`config.mk`:
```
export PLATFORM = sky130hd
export DESIGN_NAME = mcu_run_ctrl_flat
export DESIGN_NICKNAME = d
export VERILOG_FILES = /design/src/rtl/mcu_dbg_pkg.sv /design/src/rtl/mcu_run_ctrl_if.sv /design/src/rtl/mcu_bp_match.sv /design/src/rtl/mcu_run_ctrl.sv /design/src/flat_wrapper.sv
export SDC_FILE = /design/constraint.sdc
export NUM_CORES = 1
export LEC_CHECK = 0
export CORE_ASPECT_RATIO = 0.7
export CORE_MARGIN = 2
export CORE_UTILIZATION = 38
export DETAILED_ROUTE_END_ITERATION = 8
export PLACE_DENSITY = 0.67
export SETUP_SLACK_MARGIN = 0.2
export SYNTH_ARGS = -nofsm -noshare
export SYNTH_HDL_FRONTEND = slang
export SYNTH_SLANG_ARGS = --single-unit
```
`constraint.sdc`:
```
create_clock -name clk -period 2.3 [get_ports clk]
set_input_delay 0.23 -clock clk [delete_from_list [all_inputs] [get_ports clk]]
set_output_delay 0.23 -clock clk [all_outputs]
set_load 0.01 [all_outputs]
```
`src/rtl/mcu_dbg_pkg.sv`:
```
`default_nettype none
// ============================================================================
// Module   : mcu_dbg_pkg
// Purpose  : Shared state encodings and halt-cause codes for the MCU
//            run/reset controller and its breakpoint matcher.
// Revision : 1.0 - initial release
// ============================================================================
package mcu_dbg_pkg;

   // Controller states; encodings are visible to debug tooling, keep fixed.
   typedef enum logic [1:0] {
      ST_RST  = 2'd0,
      ST_HALT = 2'd1,
      ST_RUN  = 2'd2,
      ST_STEP = 2'd3
   } state_t;

   // Reason reported for the most recent halt.
   localparam logic [1:0] c_cause_none = 2'd0;
   localparam logic [1:0] c_cause_req  = 2'd1;
   localparam logic [1:0] c_cause_bp   = 2'd2;
   localparam logic [1:0] c_cause_step = 2'd3;

endpackage : mcu_dbg_pkg
`default_nettype wire

```
`src/rtl/mcu_run_ctrl_if.sv`:
```
`default_nettype none
// ============================================================================
// Module   : mcu_run_ctrl_if
// Purpose  : Debug/run-control bundle between the board debug side, the
//            microcontroller core and the run controller.
// Revision : 1.0 - initial release
// ============================================================================
interface mcu_run_ctrl_if #(
   parameter int PC_W   = 8,
   parameter int NUM_BP = 2,
   parameter int STEP_W = 8,
   parameter int CNT_W  = 32
);
   logic                     run_req;
   logic                     halt_req;
   logic                     step_req;
   logic [STEP_W-1:0]        step_n;
   logic                     instr_done;
   logic [PC_W-1:0]          pc;
   logic [NUM_BP-1:0]        bp_en;
   logic [NUM_BP*PC_W-1:0]   bp_addr;
   logic                     core_rst;
   logic                     core_en;
   logic                     halted;
   logic [1:0]               halt_cause;
   logic [NUM_BP-1:0]        bp_hit;
   logic [CNT_W-1:0]         cycle_cnt;

   // Debug host / core side: issues requests and instruction status.
   modport master (
      output run_req, halt_req, step_req, step_n, instr_done, pc, bp_en, bp_addr,
      input  core_rst, core_en, halted, halt_cause, bp_hit, cycle_cnt
   );

   // Run controller side.
   modport slave (
      input  run_req, halt_req, step_req, step_n, instr_done, pc, bp_en, bp_addr,
      output core_rst, core_en, halted, halt_cause, bp_hit, cycle_cnt
   );
endinterface : mcu_run_ctrl_if
`default_nettype wire

```
`src/rtl/mcu_bp_match.sv`:
```
`default_nettype none
// ============================================================================
// Module   : mcu_bp_match
// Purpose  : Combinational PC breakpoint comparator. Flags any enabled match
//            and returns a one-hot of the lowest-index matching breakpoint.
// Revision : 1.0 - initial release
// ============================================================================
module mcu_bp_match #(
   parameter int PC_W   = 8,
   parameter int NUM_BP = 2
) (
   input  wire logic [PC_W-1:0]        i_pc,
   input  wire logic [NUM_BP-1:0]      i_bp_en,
   input  wire logic [NUM_BP*PC_W-1:0] i_bp_addr,
   output logic                        o_match,
   output logic [NUM_BP-1:0]           o_hit
);

   localparam logic [NUM_BP-1:0] c_one = NUM_BP'(1);

   logic [NUM_BP-1:0] w_eq;

   // Per-breakpoint compare against the current PC.
   for (genvar g = 0; g < NUM_BP; g++) begin : g_bp
      assign w_eq[g] = i_bp_en[g] && (i_bp_addr[g*PC_W +: PC_W] == i_pc);
   end

   // x & -x isolates the lowest set bit, giving lowest-index priority.
   assign o_hit   = w_eq & (~w_eq + c_one);
   assign o_match = |w_eq;

endmodule : mcu_bp_match
`default_nettype wire

```
`src/rtl/mcu_run_ctrl.sv`:
```
`default_nettype none
// ============================================================================
// Module   : mcu_run_ctrl
// Purpose  : Reset stretcher and run/halt/single-step controller for the
//            8-bit multi-cycle MCU, with PC breakpoints and a saturating
//            count of enabled cycles.
// Revision : 1.0 - initial release
// ============================================================================
module mcu_run_ctrl
   import mcu_dbg_pkg::*;
#(
   parameter int RST_STRETCH = 5,
   parameter int AUTO_RUN    = 1,
   parameter int PC_W        = 8,
   parameter int NUM_BP      = 2,
   parameter int STEP_W      = 8,
   parameter int CNT_W       = 32
) (
   input  wire logic      clk,
   input  wire logic      rs,
   mcu_run_ctrl_if.slave  bus
);

   localparam logic [7:0]        c_stretch  = 8'(RST_STRETCH);
   localparam logic [STEP_W-1:0] c_step_one = STEP_W'(1);
   localparam logic [CNT_W-1:0]  c_cnt_one  = CNT_W'(1);

   state_t              r_state, w_state_nx;
   logic [7:0]          r_stretch, w_stretch_nx;
   logic [STEP_W-1:0]   r_rem, w_rem_nx;
   logic                r_pend, w_pend_nx;
   logic                r_first, w_first_nx;
   logic [1:0]          r_cause, w_cause_nx;
   logic [NUM_BP-1:0]   r_bp_hit, w_bp_hit_nx;
   logic                r_core_rst, r_core_en, r_halted;
   logic [CNT_W-1:0]    r_cnt;

   logic                w_match;
   logic [NUM_BP-1:0]   w_hit;
   logic                w_pend_now;
   logic                w_bp_ok;

   mcu_bp_match #(
      .PC_W   (PC_W),
      .NUM_BP (NUM_BP)
   ) u_bp_match (
      .i_pc      (bus.pc),
      .i_bp_en   (bus.bp_en),
      .i_bp_addr (bus.bp_addr),
      .o_match   (w_match),
      .o_hit     (w_hit)
   );

   // A halt request in the same cycle as instr_done applies to that boundary;
   // breakpoints are ignored on the first boundary after a resume so the core
   // can step off the instruction it stopped at.
   assign w_pend_now = r_pend | bus.halt_req;
   assign w_bp_ok    = w_match & ~r_first;

   // Next-state logic for the run-control FSM and its side counters.
   always_comb begin
      w_state_nx   = r_state;
      w_stretch_nx = r_stretch;
      w_rem_nx     = r_rem;
      w_pend_nx    = r_pend;
      w_first_nx   = r_first;
      w_cause_nx   = r_cause;
      w_bp_hit_nx  = r_bp_hit;

      unique case (r_state)
         ST_RST: begin
            if (r_stretch <= 8'd1) begin
               w_state_nx = (AUTO_RUN != 0) ? ST_RUN : ST_HALT;
            end else begin
               w_stretch_nx = r_stretch - 8'd1;
            end
         end

         ST_HALT: begin
            if (bus.step_req || bus.run_req) begin
               w_state_nx  = bus.step_req ? ST_STEP : ST_RUN;
               w_rem_nx    = (bus.step_n == '0) ? c_step_one : bus.step_n;
               w_cause_nx  = c_cause_none;
               w_bp_hit_nx = '0;
               w_pend_nx   = 1'b0;
               w_first_nx  = 1'b1;
            end
         end

         ST_RUN, ST_STEP: begin
            w_pend_nx = w_pend_now;
            if (bus.instr_done) begin
               w_first_nx = 1'b0;
               w_rem_nx   = r_rem - c_step_one;
               if (w_pend_now) begin
                  w_state_nx = ST_HALT;
                  w_cause_nx = c_cause_req;
                  w_pend_nx  = 1'b0;
               end else if (w_bp_ok) begin
                  w_state_nx  = ST_HALT;
                  w_cause_nx  = c_cause_bp;
                  w_bp_hit_nx = w_hit;
               end else if ((r_state == ST_STEP) && (r_rem == c_step_one)) begin
                  w_state_nx = ST_HALT;
                  w_cause_nx = c_cause_step;
               end
            end
         end

         default: begin
            w_state_nx = ST_RST;
         end
      endcase
   end

   // State and registered outputs; rs forces the reset state immediately.
   always_ff @(posedge clk or posedge rs) begin
      if (rs) begin
         r_state    <= ST_RST;
         r_stretch  <= c_stretch;
         r_rem      <= '0;
         r_pend     <= 1'b0;
         r_first    <= 1'b0;
         r_cause    <= c_cause_none;
         r_bp_hit   <= '0;
         r_core_rst <= 1'b1;
         r_core_en  <= 1'b0;
         r_halted   <= 1'b0;
      end else begin
         r_state    <= w_state_nx;
         r_stretch  <= w_stretch_nx;
         r_rem      <= w_rem_nx;
         r_pend     <= w_pend_nx;
         r_first    <= w_first_nx;
         r_cause    <= w_cause_nx;
         r_bp_hit   <= w_bp_hit_nx;
         r_core_rst <= (w_state_nx == ST_RST);
         r_core_en  <= (w_state_nx == ST_RUN) || (w_state_nx == ST_STEP);
         r_halted   <= (w_state_nx == ST_HALT);
      end
   end

   // Saturating count of cycles in which the core was enabled.
   always_ff @(posedge clk or posedge rs) begin
      if (rs) begin
         r_cnt <= '0;
      end else if (r_core_en && (r_cnt != '1)) begin
         r_cnt <= r_cnt + c_cnt_one;
      end
   end

   assign bus.core_rst   = r_core_rst;
   assign bus.core_en    = r_core_en;
   assign bus.halted     = r_halted;
   assign bus.halt_cause = r_cause;
   assign bus.bp_hit     = r_bp_hit;
   assign bus.cycle_cnt  = r_cnt;

endmodule : mcu_run_ctrl
`default_nettype wire

```
`src/flat_wrapper.sv`:
```
// flat-port wrapper written by rule: the top's interface ports become plain ports
module mcu_run_ctrl_flat import mcu_dbg_pkg::*;
#(
   parameter int RST_STRETCH = 5,
   parameter int AUTO_RUN    = 1,
   parameter int PC_W        = 8,
   parameter int NUM_BP      = 2,
   parameter int STEP_W      = 8,
   parameter int CNT_W       = 32
)
  (clk, rs, bus_run_req, bus_halt_req, bus_step_req, bus_step_n, bus_instr_done, bus_pc, bus_bp_en, bus_bp_addr, bus_core_rst, bus_core_en, bus_halted, bus_halt_cause, bus_bp_hit, bus_cycle_cnt);
  mcu_run_ctrl_if #(.PC_W(PC_W), .NUM_BP(NUM_BP), .STEP_W(STEP_W), .CNT_W(CNT_W)) bus_i ();
  input  wire logic clk;
  input  wire logic rs;
  input wire logic [$bits(bus_i.run_req)-1:0] bus_run_req;
  input wire logic [$bits(bus_i.halt_req)-1:0] bus_halt_req;
  input wire logic [$bits(bus_i.step_req)-1:0] bus_step_req;
  input wire logic [$bits(bus_i.step_n)-1:0] bus_step_n;
  input wire logic [$bits(bus_i.instr_done)-1:0] bus_instr_done;
  input wire logic [$bits(bus_i.pc)-1:0] bus_pc;
  input wire logic [$bits(bus_i.bp_en)-1:0] bus_bp_en;
  input wire logic [$bits(bus_i.bp_addr)-1:0] bus_bp_addr;
  output wire logic [$bits(bus_i.core_rst)-1:0] bus_core_rst;
  output wire logic [$bits(bus_i.core_en)-1:0] bus_core_en;
  output wire logic [$bits(bus_i.halted)-1:0] bus_halted;
  output wire logic [$bits(bus_i.halt_cause)-1:0] bus_halt_cause;
  output wire logic [$bits(bus_i.bp_hit)-1:0] bus_bp_hit;
  output wire logic [$bits(bus_i.cycle_cnt)-1:0] bus_cycle_cnt;
  assign bus_i.run_req = bus_run_req;
  assign bus_i.halt_req = bus_halt_req;
  assign bus_i.step_req = bus_step_req;
  assign bus_i.step_n = bus_step_n;
  assign bus_i.instr_done = bus_instr_done;
  assign bus_i.pc = bus_pc;
  assign bus_i.bp_en = bus_bp_en;
  assign bus_i.bp_addr = bus_bp_addr;
  assign bus_core_rst = bus_i.core_rst;
  assign bus_core_en = bus_i.core_en;
  assign bus_halted = bus_i.halted;
  assign bus_halt_cause = bus_i.halt_cause;
  assign bus_bp_hit = bus_i.bp_hit;
  assign bus_cycle_cnt = bus_i.cycle_cnt;
  mcu_run_ctrl #(.RST_STRETCH(RST_STRETCH), .AUTO_RUN(AUTO_RUN), .PC_W(PC_W), .NUM_BP(NUM_BP), .STEP_W(STEP_W), .CNT_W(CNT_W)) u_core (.clk(clk), .rs(rs), .bus(bus_i));
endmodule
```
Word level (Yosys, flattened, before mapping)
Index checks and enable logic that the tools add are counted.
{"block": "word_totals", "register_bits": 59, "wordCells": 82}
{"block": "classes", "n_eq_ne": 15, "n_mux": 28, "n_addsub": 4, "n_reduce_logical": 17, "bitwise": 6, "order_cmp": 1}
{"operator": "adder 32 x 1 -> 32 bit, second input constant", "count": 1}
{"operator": "!= test 32 bit, second input constant", "count": 1}
{"operator": "two-way mux 2 bit", "count": 14}
{"operator": "two-way mux 8 bit", "count": 3}
{"operator": "== test 8 bit", "count": 2}
{"operator": "case mux 8 bit (2 select lines)", "count": 1}
{"operator": "subtractor 8 x 1 -> 8 bit, second input constant", "count": 2}
{"operator": "== test 2 bit, second input constant", "count": 4}
{"operator": "== test 8 x 1 -> 1 bit, second input constant", "count": 1}
{"operator": "<= comparator 8 x 1 -> 1 bit, second input constant", "count": 1}
{"operator": "zero test 8 bit", "count": 1}
{"operator": "case mux 2 bit (2 select lines)", "count": 2}
{"operator": "case mux 2 bit (3 select lines)", "count": 1}
{"operator": "two-way mux 1 bit", "count": 5}
{"operator": "AND reduction 5 bit", "count": 1}
{"operator": "== test 2 x 1 -> 1 bit, second input constant", "count": 2}
{"operator": "logical AND 1 bit", "count": 4}
{"operator": "zero test 2 bit", "count": 2}
{"operator": "!= test 2 x 1 -> 1 bit, second input constant", "count": 2}
{"operator": "!= test 2 bit, second input constant", "count": 2}
{"operator": "!= test 4 x 1 -> 1 bit, second input constant", "count": 1}
{"operator": "case mux 1 bit (2 select lines)", "count": 2}
{"operator": "AND reduction 2 bit", "count": 2}
{"operator": "AND reduction 4 bit", "count": 1}
{"operator": "other kinds (10)", "count": 13}

Logic depth before layout (Yosys ltp)
Gate-level depths: netlist of run 1.
{"block": "depth", "ltp_word": 10, "mapped_depth": 8, "depth_no_buf": 8}

By module
From an unflattened synthesis of run 1, not the netlist that was laid out.
{"block": "hier_totals", "hier_cells": 306, "hier_area_um2": 3154.3}
{"module": "mcu_run_ctrl", "n_inst": 1, "cells_per_inst": 281, "area_each_um2": 2955.3, "seq_area_each_um2": 1480.2}
{"module": "mcu_bp_match", "n_inst": 1, "cells_per_inst": 25, "area_each_um2": 198.9, "seq_area_each_um2": 0.0}

Worst setup path before layout of run 1
Ideal clock, no wire load.
{"block": "synth_path", "path_type": "register to register", "startpoint": "register u_core.r_cnt[0], in the netlist u_core.bus.cycle_cnt[0]", "endpoint": "register u_core.r_cnt[28], in the netlist u_core.bus.cycle_cnt[28]", "path_stages_with_launch": 8, "synth_period_minus_slack_ns": 1.824, "t_arrival_ns": 1.699, "setup_ns": 0.125, "setup_slack_ns": 0.476, "path_cell_list": "dfrtp_1 > ha_1 > inv_1 > nor4_2 > nand2_1 > nor3_1 > nand4_1 > xnor2_1"}
{"block": "synth_via", "elab_chain_len": 2, "word_cells_on_any_way": 3, "classes_between": "add/sub: 1; eq/ne: 1; reduce/logical: 1"}
{"element": "start: declaration", "line_no": "mcu_run_ctrl.sv:36", "rtl": "logic [CNT_W-1:0] r_cnt;"}
{"element": "start signal: assignment", "line_no": "mcu_run_ctrl.sv:148", "rtl": "r_cnt <= r_cnt + c_cnt_one;"}
{"element": "parallel branches: the longest is 2 deep, another holds adder 32 x 1 -> 32 bit"}
Several ways; the timed one is not identified.
A chain may end at the register's enable or synchronous reset.

Final worst setup path of run 1
{"block": "layout_path", "startpoint": "register u_core.r_cnt[2], in the netlist u_core.bus.cycle_cnt[2]", "endpoint": "register u_core.r_cnt[22], in the netlist u_core.bus.cycle_cnt[22]"}
Same word-level chain as after synthesis.

==> flow_summary.json, run 1 <==
{
  "synth-edff-count": 0,
  "cts-root-buf": "clkbuf_16",
  "peakVddDrop_uv": 559,
  "yosys-top-cells-area": "dfrtp_1 (46%), xnor2_1 (12%), nand2_1 (3.5%), xor2_1 (3.4%), nand3_1 (3.3%)",
  "nNetsFinal": 436,
  "wl_per_cell_um": 14.9,
  "p_leak_nw": 1.93,
  "max_slew_margin_pct": 63.4,
  "netlist_area_sq_um": 3070,
  "cp-start-kind": "register",
  "min_period_over_period_pct": 87.0,
  "crit_path_start": "u_core.bus.cycle_cnt[2]$_DFFE_PP0P_",
  "synthMuxAreaShare_pct": 2.98,
  "grt_overflow": 0,
  "syn2layout_area_growth_pct": 44.3,
  "clk_latency_ps": 320,
  "synth_top_flop_cell": "dfrtp_1",
  "synthesis.area_per_instance_sq_um": 10.4,
  "path_clk_slew_ps": 50,
  "worstPathRequired_ps": 2510,
  "ctsResizeCount": 0,
  "dp_hpwl_um": 5550,
  "vias_per_cell": 4.96,
  "post_cts_buffers": 0,
  "pin_count": 79,
  "dieWidth_um": 111,
  "wl_um": 7410,
  "grt_util_all_layers_pct": 17.6,
  "worst-path-max-fanout": 6,
  "synth_nets": 341,
  "first_pass_iters": 4,
  "cts-hold-fix-buffers": 0,
  "antenna_cells": 0,
  "rr_worst_depth": 6,
  "synth_largest_area_cell": "dfrtp_1",
  "synth-compound-area-share_pct": 8.56,
  "end_kind": "register",
  "initial_utilization_pct": 39.1,
  "finalHoldViolations": 0,
  "status": "finished clean",
  "path_class": "register to register",
  "async_reset_ff_share_pct": 100,
  "fmax_mhz": 500,
  "hold_slack_ps": 229,
  "ant_nets": 0,
  "drc": 0,
  "grt_max_degree": 31,
  "power_density_nw_per_um2": 962,
  "synth-adder-area-share_pct": 2.04,
  "clkSinkCount": 59,
  "synthDistinctLibCells": 46,
  "synth_top_area_share_pct": 45.7,
  "worst_slew_pin_slew_ps": 545,
  "drive_above_1_share_pct": 11.9,
  "antenna_found_initial": 0,
  "critPathArrivalTime_ps": 2210,
  "dieArea_sq_um": 8820,
  "vias": 2464,
  "netlist_instances": 296,
  "cts_made_buffers": 9,
  "ys_ff_latch": 59,
  "r2r-start": "u_core.bus.cycle_cnt[2]$_DFFE_PP0P_",
  "rows": 27,
  "synth.most_common_cell": "dfrtp_1",
  "seq_area_frac_synth_pct": 48.2,
  "maxSlewViolCount": 0,
  "setup_viol": 0,
  "synth_top_family_by_area": "simple AND/OR/NAND/NOR gates",
  "h-tree-depth": 3,
  "min_period_ps": 2000,
  "grt_pass1_vias": 2411,
  "cts_buffer_depth": 2,
  "ys_warn_count": 0,
  "coreArea_sq_um": 7840,
  "hp-class": "input pin to async pin",
  "grt_pass1_wl_um": 12200,
  "synthSimpleGateAreaFrac_pct": 20.5,
  "place.port_buffers": 78,
  "drt_iter0_drc": 101,
  "synth_commonest_cells": "dfrtp_1 (56), xnor2_1 (43), nand2_1 (29)",
  "die_y_um": 79.2,
  "maxCapViolCount": 0,
  "fin_worst_skew_ps": 5.81,
  "fin_tns_setup_ps": 0,
  "synthXorXnorAreaFrac_pct": 15.7,
  "gp_congestion": 0.797,
  "rsz0062_at_grt": "false",
  "cts_tree": "done"
}
cell type report:
cell class	instances	area (sq um)
Clock buffer	11	243
Clock inverter	5	100
Fill cell	692	3410
Inverter	13	48.8
Multi-Input combinational cell	221	1570
Sequential cell	59	1480
Tap cell	101	126
Timing Repair Buffer	87	861
final timing paths:
check | to | slack [ps]
max | u_core.bus.cycle_cnt[22]$_DFFE_PP0P_ | 300
min | u_core.bus.cycle_cnt[12]$_DFFE_PP0P_ | 230
max in group asynchronous | u_core.r_stretch[2]$_DFFE_PP1P_ | 1480
min reg2reg | u_core.r_stretch[5]$_DFFE_PP0P_ | 480
max reg2reg | u_core.bus.cycle_cnt[22]$_DFFE_PP0P_ | 300
min in group clk | u_core.r_stretch[5]$_DFFE_PP0P_ | 480
metrics by stage:
step           utilization (%)  setup WS (ps)  instance area (sq um)  total power, mW  std cells
2_1_floorplan                -            476                   3070             2.16        296
3_3_place_gp              51.6            298                   4040             2.68        481
3_5_place_dp              51.6            123                   4040             2.71        481
4_1_cts                   56.0            267                   4390             4.27        497
5_1_grt                   56.5            194                   4430             4.50        497
6_report                  56.5            300                   4430             4.26        497
sequential cells by signal, indices dropped and copies added (netlist names):
register,cells
u_core.bus.cycle_cnt,32
u_core.r_rem,8
u_core.r_stretch,8
u_core.bus.bp_hit,2
u_core.bus.halt_cause,2
u_core.r_state,2
u_core.bus.core_en,1
u_core.bus.core_rst,1
u_core.bus.halted,1
u_core.r_first,1
u_core.r_pend,1
layout by cell type, fill, tap and decap left out, types with 2 or more instances in the layout:
cell and instances:
nor2_1 16, o21ai_0 8, inv_2 2, ha_1 5, clkdlybuf4s50_1 78, nor4_1 5
o41ai_4 2, nand2_1 29, dfrtp_1 56, clkbuf_16 9, o211ai_1 2, a22oi_1 4
and4_1 4, xor2_1 12, and3_1 5, nand4_1 10, nor3_1 7, nand2b_1 2
inv_1 11, dfstp_2 3, nand3_1 20, nor4_4 2, xnor2_1 43, a21oi_1 9
bufinv_16 3, buf_4 8, mux2i_1 8, o21ai_1 5, clkinv_2 2, nor3_2 2
worst max-delay path, stage by stage (launching register included):
cell     delay, ps
dfrtp_1        430
nand3_1        250
nor4_4         420
nand2_1        190
nor3_1         300
nand4_1        160
xnor2_1        140
cell families (layout without fill, tap and decap cells):
logic type,after synthesis,count (layout)
DFF,59,59
adders and majority gates,5,5
muxes,9,9
xor gates and xnor gates,55,55
AOI/OAI and AO/OA,35,35
and+or+nand+nor,117,117
buffers and inverters,16,116
per-layer routing:
| layer | share of wire [%] | vias up | global-route usage, % |
|---|---|---|---|
| li1 | - | 1233 | - |
| met1 | 49 | 1188 | 24.9 |
| met2 | 47 | 37 | 26.6 |
| met3 | 2.8 | 6 | 4.27 |
| met4 | 1.3 | 0 | 6.17 |
| met5 | 0 | - | 0 |
power by group:
group / switching (mW) / leakage [nW] / internal (mW)
combinational: 0.594 / 1.00 / 0.634
sequential: 0.237 / 0.760 / 1.25
clock: 0.457 / 0.169 / 1.08
total: 1.29 / 1.93 / 2.97
Power figures use the tool's default switching activity.
==> run 2, diff against run 1 <==
--- a/config.mk
+++ b/config.mk
@@ -5,11 +5,12 @@
 export SDC_FILE = /design/constraint.sdc
 export NUM_CORES = 1
 export LEC_CHECK = 0
+export ABC_AREA = 1
 export CORE_ASPECT_RATIO = 0.7
-export CORE_MARGIN = 2
+export CORE_MARGIN = 1.5
 export CORE_UTILIZATION = 38
 export DETAILED_ROUTE_END_ITERATION = 8
-export PLACE_DENSITY = 0.67
+export PLACE_DENSITY = 0.65
 export SETUP_SLACK_MARGIN = 0.2
 export SYNTH_ARGS = -nofsm -noshare
 export SYNTH_HDL_FRONTEND = slang
==> flow_summary.json, run 2 <==
{
  "status": "finished clean",
  "p_leak_nw": 2.20,
  "synth-edff-count": 0,
  "cp_slowest_cell": "dfrtp_1",
  "vias": 3478,
  "first_pass_iters": 5,
  "worstPathRequired_ps": 2500,
  "grt_pass1_vias": 3203,
  "fillers": 888,
  "fin_worst_skew_ps": 5.61,
  "dieArea_sq_um": 10300,
  "async_reset_ff_share_pct": 100,
  "grt_util_all_layers_pct": 19.7,
  "r2r_setup_slack_ps": 350,
  "cts_tree": "done",
  "power_density_nw_per_um2": 821,
  "ys_warn_count": 0,
  "path_class": "register to register",
  "critPathArrivalTime_ps": 2150,
  "netlist_area_sq_um": 3690,
  "synth_largest_area_cell": "dfrtp_1",
  "synth_top_area_share_pct": 38.0,
  "max_slew_margin_pct": 66.4,
  "drt_iter0_drc": 207,
  "ys_ff_latch": 59,
  "antenna_found_initial": 0,
  "synth_top_flop_cell": "dfrtp_1",
  "drive_above_1_share_pct": 9.06,
  "yosys-top-cells-area": "dfrtp_1 (38%), nand2_1 (13%), xor2_1 (7.4%), inv_1 (6.5%), nor2_1 (5.1%)",
  "clkSinkCount": 59,
  "cts_buffer_depth": 2,
  "netlist_instances": 492,
  "rsz0062_at_grt": "false",
  "cp-start-kind": "register",
  "gp_congestion": 0.928,
  "final_common_cell": "nand2_1",
  "maxCapViolCount": 0,
  "die_y_um": 85.4,
  "crit_path_cell_trace": "ha_1 > inv_1 > nor2_4 > nand2_4 > nor2_4 > nand2_2 > nand2_4 > inv_2 > nand3_1 > xnor2_1",
  "final_cells": 709,
  "synthesis.area_per_instance_sq_um": 7.49,
  "antenna_cells": 0,
  "cts-root-buf": "clkbuf_16",
  "fmax_mhz": 514,
  "synth_commonest_cells": "nand2_1 (132), inv_1 (64), dfrtp_1 (56)",
  "syn2layout_area_growth_pct": 33.4,
  "synthDistinctLibCells": 39,
  "maxSlewViolCount": 0,
  "ant_nets": 0,
  "finalHoldViolations": 0,
  "wl_um": 9580,
  "place.port_buffers": 78,
  "placed_cells": 693,
  "cts-hold-fix-buffers": 0,
  "min_period_over_period_pct": 84.6,
  "worst_slew_pin_slew_ps": 504,
  "synth_nets": 537,
  "fin_tns_setup_ps": 0,
  "largest_reg_flops": 32,
  "h-tree-depth": 3,
  "max_stage_delay_ps": 390,
  "wl_per_cell_um": 13.5,
  "pin_count": 79,
  "seq_area_frac_synth_pct": 40.1,
  "peakVddDrop_uv": 431,
  "dp_hpwl_um": 7480,
  "grt_overflow": 0,
  "drc": 0,
  "grt_pass1_wl_um": 15900,
  "final_cell_mix": "nand2_1 (131), clkdlybuf4s50_1 (78), inv_1 (63), dfrtp_1 (56), nor2_1 (50)",
  "hp-class": "input pin to async pin",
  "clk_latency_ps": 330,
  "vias_per_cell": 4.91,
  "synth.most_common_cell": "nand2_1",
  "initial_utilization_pct": 39.9,
  "path_clk_slew_ps": 50,
  "cts_made_buffers": 9,
  "worst-path-max-fanout": 28,
  "dieWidth_um": 121,
  "grt_max_degree": 29,
  "end_kind": "register",
  "nNetsFinal": 625,
  "min_period_ps": 1950,
  "rows": 29,
  "setup_viol": 0,
  "coreArea_sq_um": 9250
}
run 2: cells by family (layout without fill, tap and decap cells):
family,after synthesis,in the layout,synth area share [%]
compound gates,54,54,8.48
xor+xnor,41,41,9.94
fa+ha+maj,5,5,1.70
buf+inv,74,167,8.38
flops,59,59,40.1
simple gates,259,259,31.4
run 2: final cells by class:
type	count	area [sq um]	share of cell area, %
clock inverter	4	50.0	1.02
clock buffer	12	246	5.01
multi-input combinational	359	1900	38.6
inverter	68	255	5.19
timing repair buffer	83	831	16.9
sequential	59	1480	30.1
tap	124	155	3.15
run 2: final timing paths:
check | from | end | cells after the start
min in group clk | u_core.r_stretch[6]$_DFFE_PP0P_ | u_core.r_stretch[6]$_DFFE_PP0P_ | 1
min reg2reg | u_core.r_stretch[6]$_DFFE_PP0P_ | u_core.r_stretch[6]$_DFFE_PP0P_ | 1
min | rs | u_core.r_rem[5]$_DFFE_PP0P_ | 2
max in group asynchronous | rs | u_core.r_stretch[0]$_DFFE_PP1P_ | 3
max reg2reg | u_core.bus.cycle_cnt[0]$_DFFE_PP0P_ | u_core.bus.cycle_cnt[13]$_DFFE_PP0P_ | 10
max | u_core.bus.cycle_cnt[0]$_DFFE_PP0P_ | u_core.bus.cycle_cnt[13]$_DFFE_PP0P_ | 10
run 2: what timing repair did:
action                                 in CTS  in global routing
endpoints found under the hold margin       0                  0
setup endpoints to repair                   0                  4
gates resized for setup                     0                  2
buffers inserted                            0                  0
run 2: critical path: cells and delay by family (launching register included):
| kind | cells | cell delay (ps) |
|---|---|---|
| DFF | 1 | 390 |
| xor gates and xnor gates | 1 | 170 |
| and+or+nand+nor | 6 | 530 |
| adders and majority gates | 1 | 240 |
| buffers and inverters | 2 | 500 |
run 2: report_power, final:
group          switching [mW]  internal (mW)
registers               0.186           1.24
logic                   0.770          0.519
clock network           0.461          0.865
total                    1.42           2.62
run 2: stage by stage:
stage / setup WS [ps] / util (%) / power [mW] / hold slack (ps) / instance area [sq um]
global route: 205 / 53.2 / 4.29 / 236 / 4920
detailed placement: 378 / 49.9 / 2.72 / 458 / 4620
global placement: 421 / 49.9 / 2.68 / 460 / 4620
floorplan: 546 / - / 2.27 / 367 / 3690
CTS: 368 / 53.1 / 4.06 / 219 / 4920
finish: 355 / 53.2 / 4.04 / 205 / 4920
run 2: routing by layer:
metal | share of wire (%) | vias up | track usage, %
met5 | 0 | - | 0
met2 | 43 | 90 | 28.6
met4 | 1.6 | 0 | 6.52
met3 | 6.3 | 14 | 4.77
li1 | - | 1739 | -
met1 | 49 | 1635 | 28.7
==> run 3, diff against run 2 <==
--- a/config.mk
+++ b/config.mk
@@ -10,7 +10,7 @@
 export CORE_MARGIN = 1.5
 export CORE_UTILIZATION = 38
 export DETAILED_ROUTE_END_ITERATION = 8
-export PLACE_DENSITY = 0.65
+export PLACE_DENSITY = 0.67
 export SETUP_SLACK_MARGIN = 0.2
 export SYNTH_ARGS = -nofsm -noshare
 export SYNTH_HDL_FRONTEND = slang
==> constraint.sdc (replaced) <==
create_clock -name clk -period 1.7 [get_ports clk]
set_input_delay 0.17 -clock clk [delete_from_list [all_inputs] [get_ports clk]]
set_output_delay 0.17 -clock clk [all_outputs]
set_load 0.01 [all_outputs]
==> flow_summary.json, run 3 (synthesized netlist as in run 2, its figures left out) <==
{
  "reg2reg_to": "u_core.bus.cycle_cnt[10]$_DFFE_PP0P_",
  "fin_worst_skew_ps": 5.59,
  "max_stage_delay_ps": 390,
  "path_class": "register to register",
  "final_cell_mix": "nand2_1 (120), buf_4 (65), inv_1 (57), dfrtp_1 (53), clkdlybuf4s50_1 (45)",
  "worstSetupPathDepth": 10,
  "dp_hpwl_um": 8020,
  "cts_made_buffers": 9,
  "status": "finished clean",
  "dieWidth_um": 121,
  "first_pass_iters": 5,
  "place.port_buffers": 78,
  "ant_nets": 0,
  "power_mw": 6.01,
  "cts_tree": "done",
  "cts-root-buf": "clkbuf_16",
  "h-tree-depth": 3,
  "r2r_setup_slack_ps": 40,
  "clk_latency_ps": 330,
  "drc": 0,
  "gp_congestion": 0.950,
  "hp-class": "input pin to async pin",
  "grt_max_degree": 60,
  "cts_buffer_depth": 2,
  "antenna_cells": 0,
  "end_kind": "register",
  "fillers": 772,
  "grt_pass1_wl_um": 17600,
  "dieArea_sq_um": 10300,
  "rr_worst_depth": 10,
  "rsz0062_at_grt": "true",
  "cp_slowest_cell": "dfrtp_1",
  "wl_per_cell_um": 14.3,
  "drive_above_1_share_pct": 27.7,
  "crit_family": "simple AND/OR/NAND/NOR gates",
  "final_common_cell": "nand2_1",
  "clkSinkCount": 59,
  "coreArea_sq_um": 9250,
  "p_leak_nw": 2.91,
  "critPathBufInv": 2,
  "wl_um": 11100,
  "setup_viol": 0,
  "worst_slew_pin_slew_ps": 383,
  "placed_cell_area_sq_um": 5030,
  "max_slew_margin_pct": 74.2,
  "grt_pass1_vias": 3591,
  "path_clk_slew_ps": 50,
  "finalHoldViolations": 0,
  "min_period_over_period_pct": 97.4,
  "antenna_found_initial": 0,
  "power_density_nw_per_um2": 1040,
  "drt_iter0_drc": 342,
  "initial_utilization_pct": 39.9,
  "critPathArrivalTime_ps": 1860,
  "fmax_mhz": 604,
  "grt_util_all_layers_pct": 21.7,
  "maxCapViolCount": 0,
  "nNetsFinal": 694,
  "syn2layout_area_growth_pct": 57.2,
  "largest_reg_flops": 32,
  "die_y_um": 85.4,
  "worst-path-max-fanout": 6,
  "fin_area_sq_um": 5800,
  "r2r-start": "u_core.bus.cycle_cnt[1]$_DFFE_PP0P_",
  "min_period_ps": 1660,
  "pin_count": 79,
  "vias": 3830,
  "worstPathRequired_ps": 1900,
  "cp-start-kind": "register",
  "grt_overflow": 0,
  "peakVddDrop_uv": 494,
  "maxSlewViolCount": 0,
  "crit_path_cell_trace": "ha_2 > inv_4 > nor2_4 > nand2_4 > nor2_4 > nand2_2 > nand2_4 > clkbuf_16 > nor3_4 > xor2_1",
  "rows": 29,
  "vias_per_cell": 4.92
}
## run 3: worst reg2reg max path: stages, from the launching register on
cell,delay (ps)
dfrtp_1,390
ha_2,240
inv_4,50
nor2_4,110
nand2_4,90
nor2_4,110
nand2_2,70
nand2_4,110
clkbuf_16,180
nor3_4,40
xor2_1,150
## run 3: area by class of cell
cell class,instances,area (sq um),area share [%]
Multi-Input combinational cell,359,2220,38.3
Sequential cell,59,1480,25.6
Timing Repair Buffer,152,1410,24.4
Inverter,68,264,4.55
Clock buffer,11,233,4.01
Tap cell,124,155,2.68
Clock inverter,5,30.0,0.518
## run 3: what timing repair did
item | in CTS | in global routing
pin swaps | 12 | 13
cloned | 0 | 1
resized for setup | 49 | 65
setup buffers | 15 | 7
setup endpoints to repair | 63 | 55
hold buffers | 0 | 0
## run 3: worst max path at each step
stage | from | end | slack (ps)
floorplan | u_core.bus.cycle_cnt[1]$_DFFE_PP0P_ | u_core.bus.cycle_cnt[22]$_DFFE_PP0P_ | 110
global placement | bus_pc[3] | u_core.bus.halt_cause[0]$_DFFE_PP0P_ | -60
detailed placement | bus_pc[3] | u_core.bus.bp_hit[1]$_DFFE_PP0P_ | -140
CTS | u_core.bus.cycle_cnt[0]$_DFFE_PP0P_ | u_core.bus.cycle_cnt[22]$_DFFE_PP0P_ | 100
global route | u_core.bus.cycle_cnt[1]$_DFFE_PP0P_ | u_core.bus.cycle_cnt[22]$_DFFE_PP0P_ | -60
finish | u_core.bus.cycle_cnt[1]$_DFFE_PP0P_ | u_core.bus.cycle_cnt[10]$_DFFE_PP0P_ | 40
## run 3: where the power goes
| part | switching, mW | leakage, nW | internal, mW | total (mW) |
|---|---|---|---|---|
| Sequential | 0.230 | 0.769 | 1.68 | 1.91 |
| Combinational | 1.35 | 2.02 | 1.14 | 2.49 |
| Clock | 0.636 | 0.125 | 0.977 | 1.61 |
| Total | 2.22 | 2.91 | 3.80 | 6.01 |
## run 3: layer usage
metal / vias up / GRT usage, % / share of wire, %
met4: 0 / 3.85 / 0.58
met2: 112 / 32.1 / 45
met5: - / 0 / 0
met1: 1838 / 32.0 / 48
li1: 1872 / - / -
met3: 8 / 6.18 / 6.0
## run 3: through the flow
stage,worst slack [ps],TNS (ps),util [%],cells,hold slack (ps)
6_report,44.6,0,62.7,778,274
3_5_place_dp,-137,-688,54.3,739,456
2_1_floorplan,106,0,-,492,268
4_1_cts,97.3,0,59.3,770,289
3_3_place_gp,-59.7,-333,54.3,739,456
5_1_grt,-62.1,-657,62.7,778,292
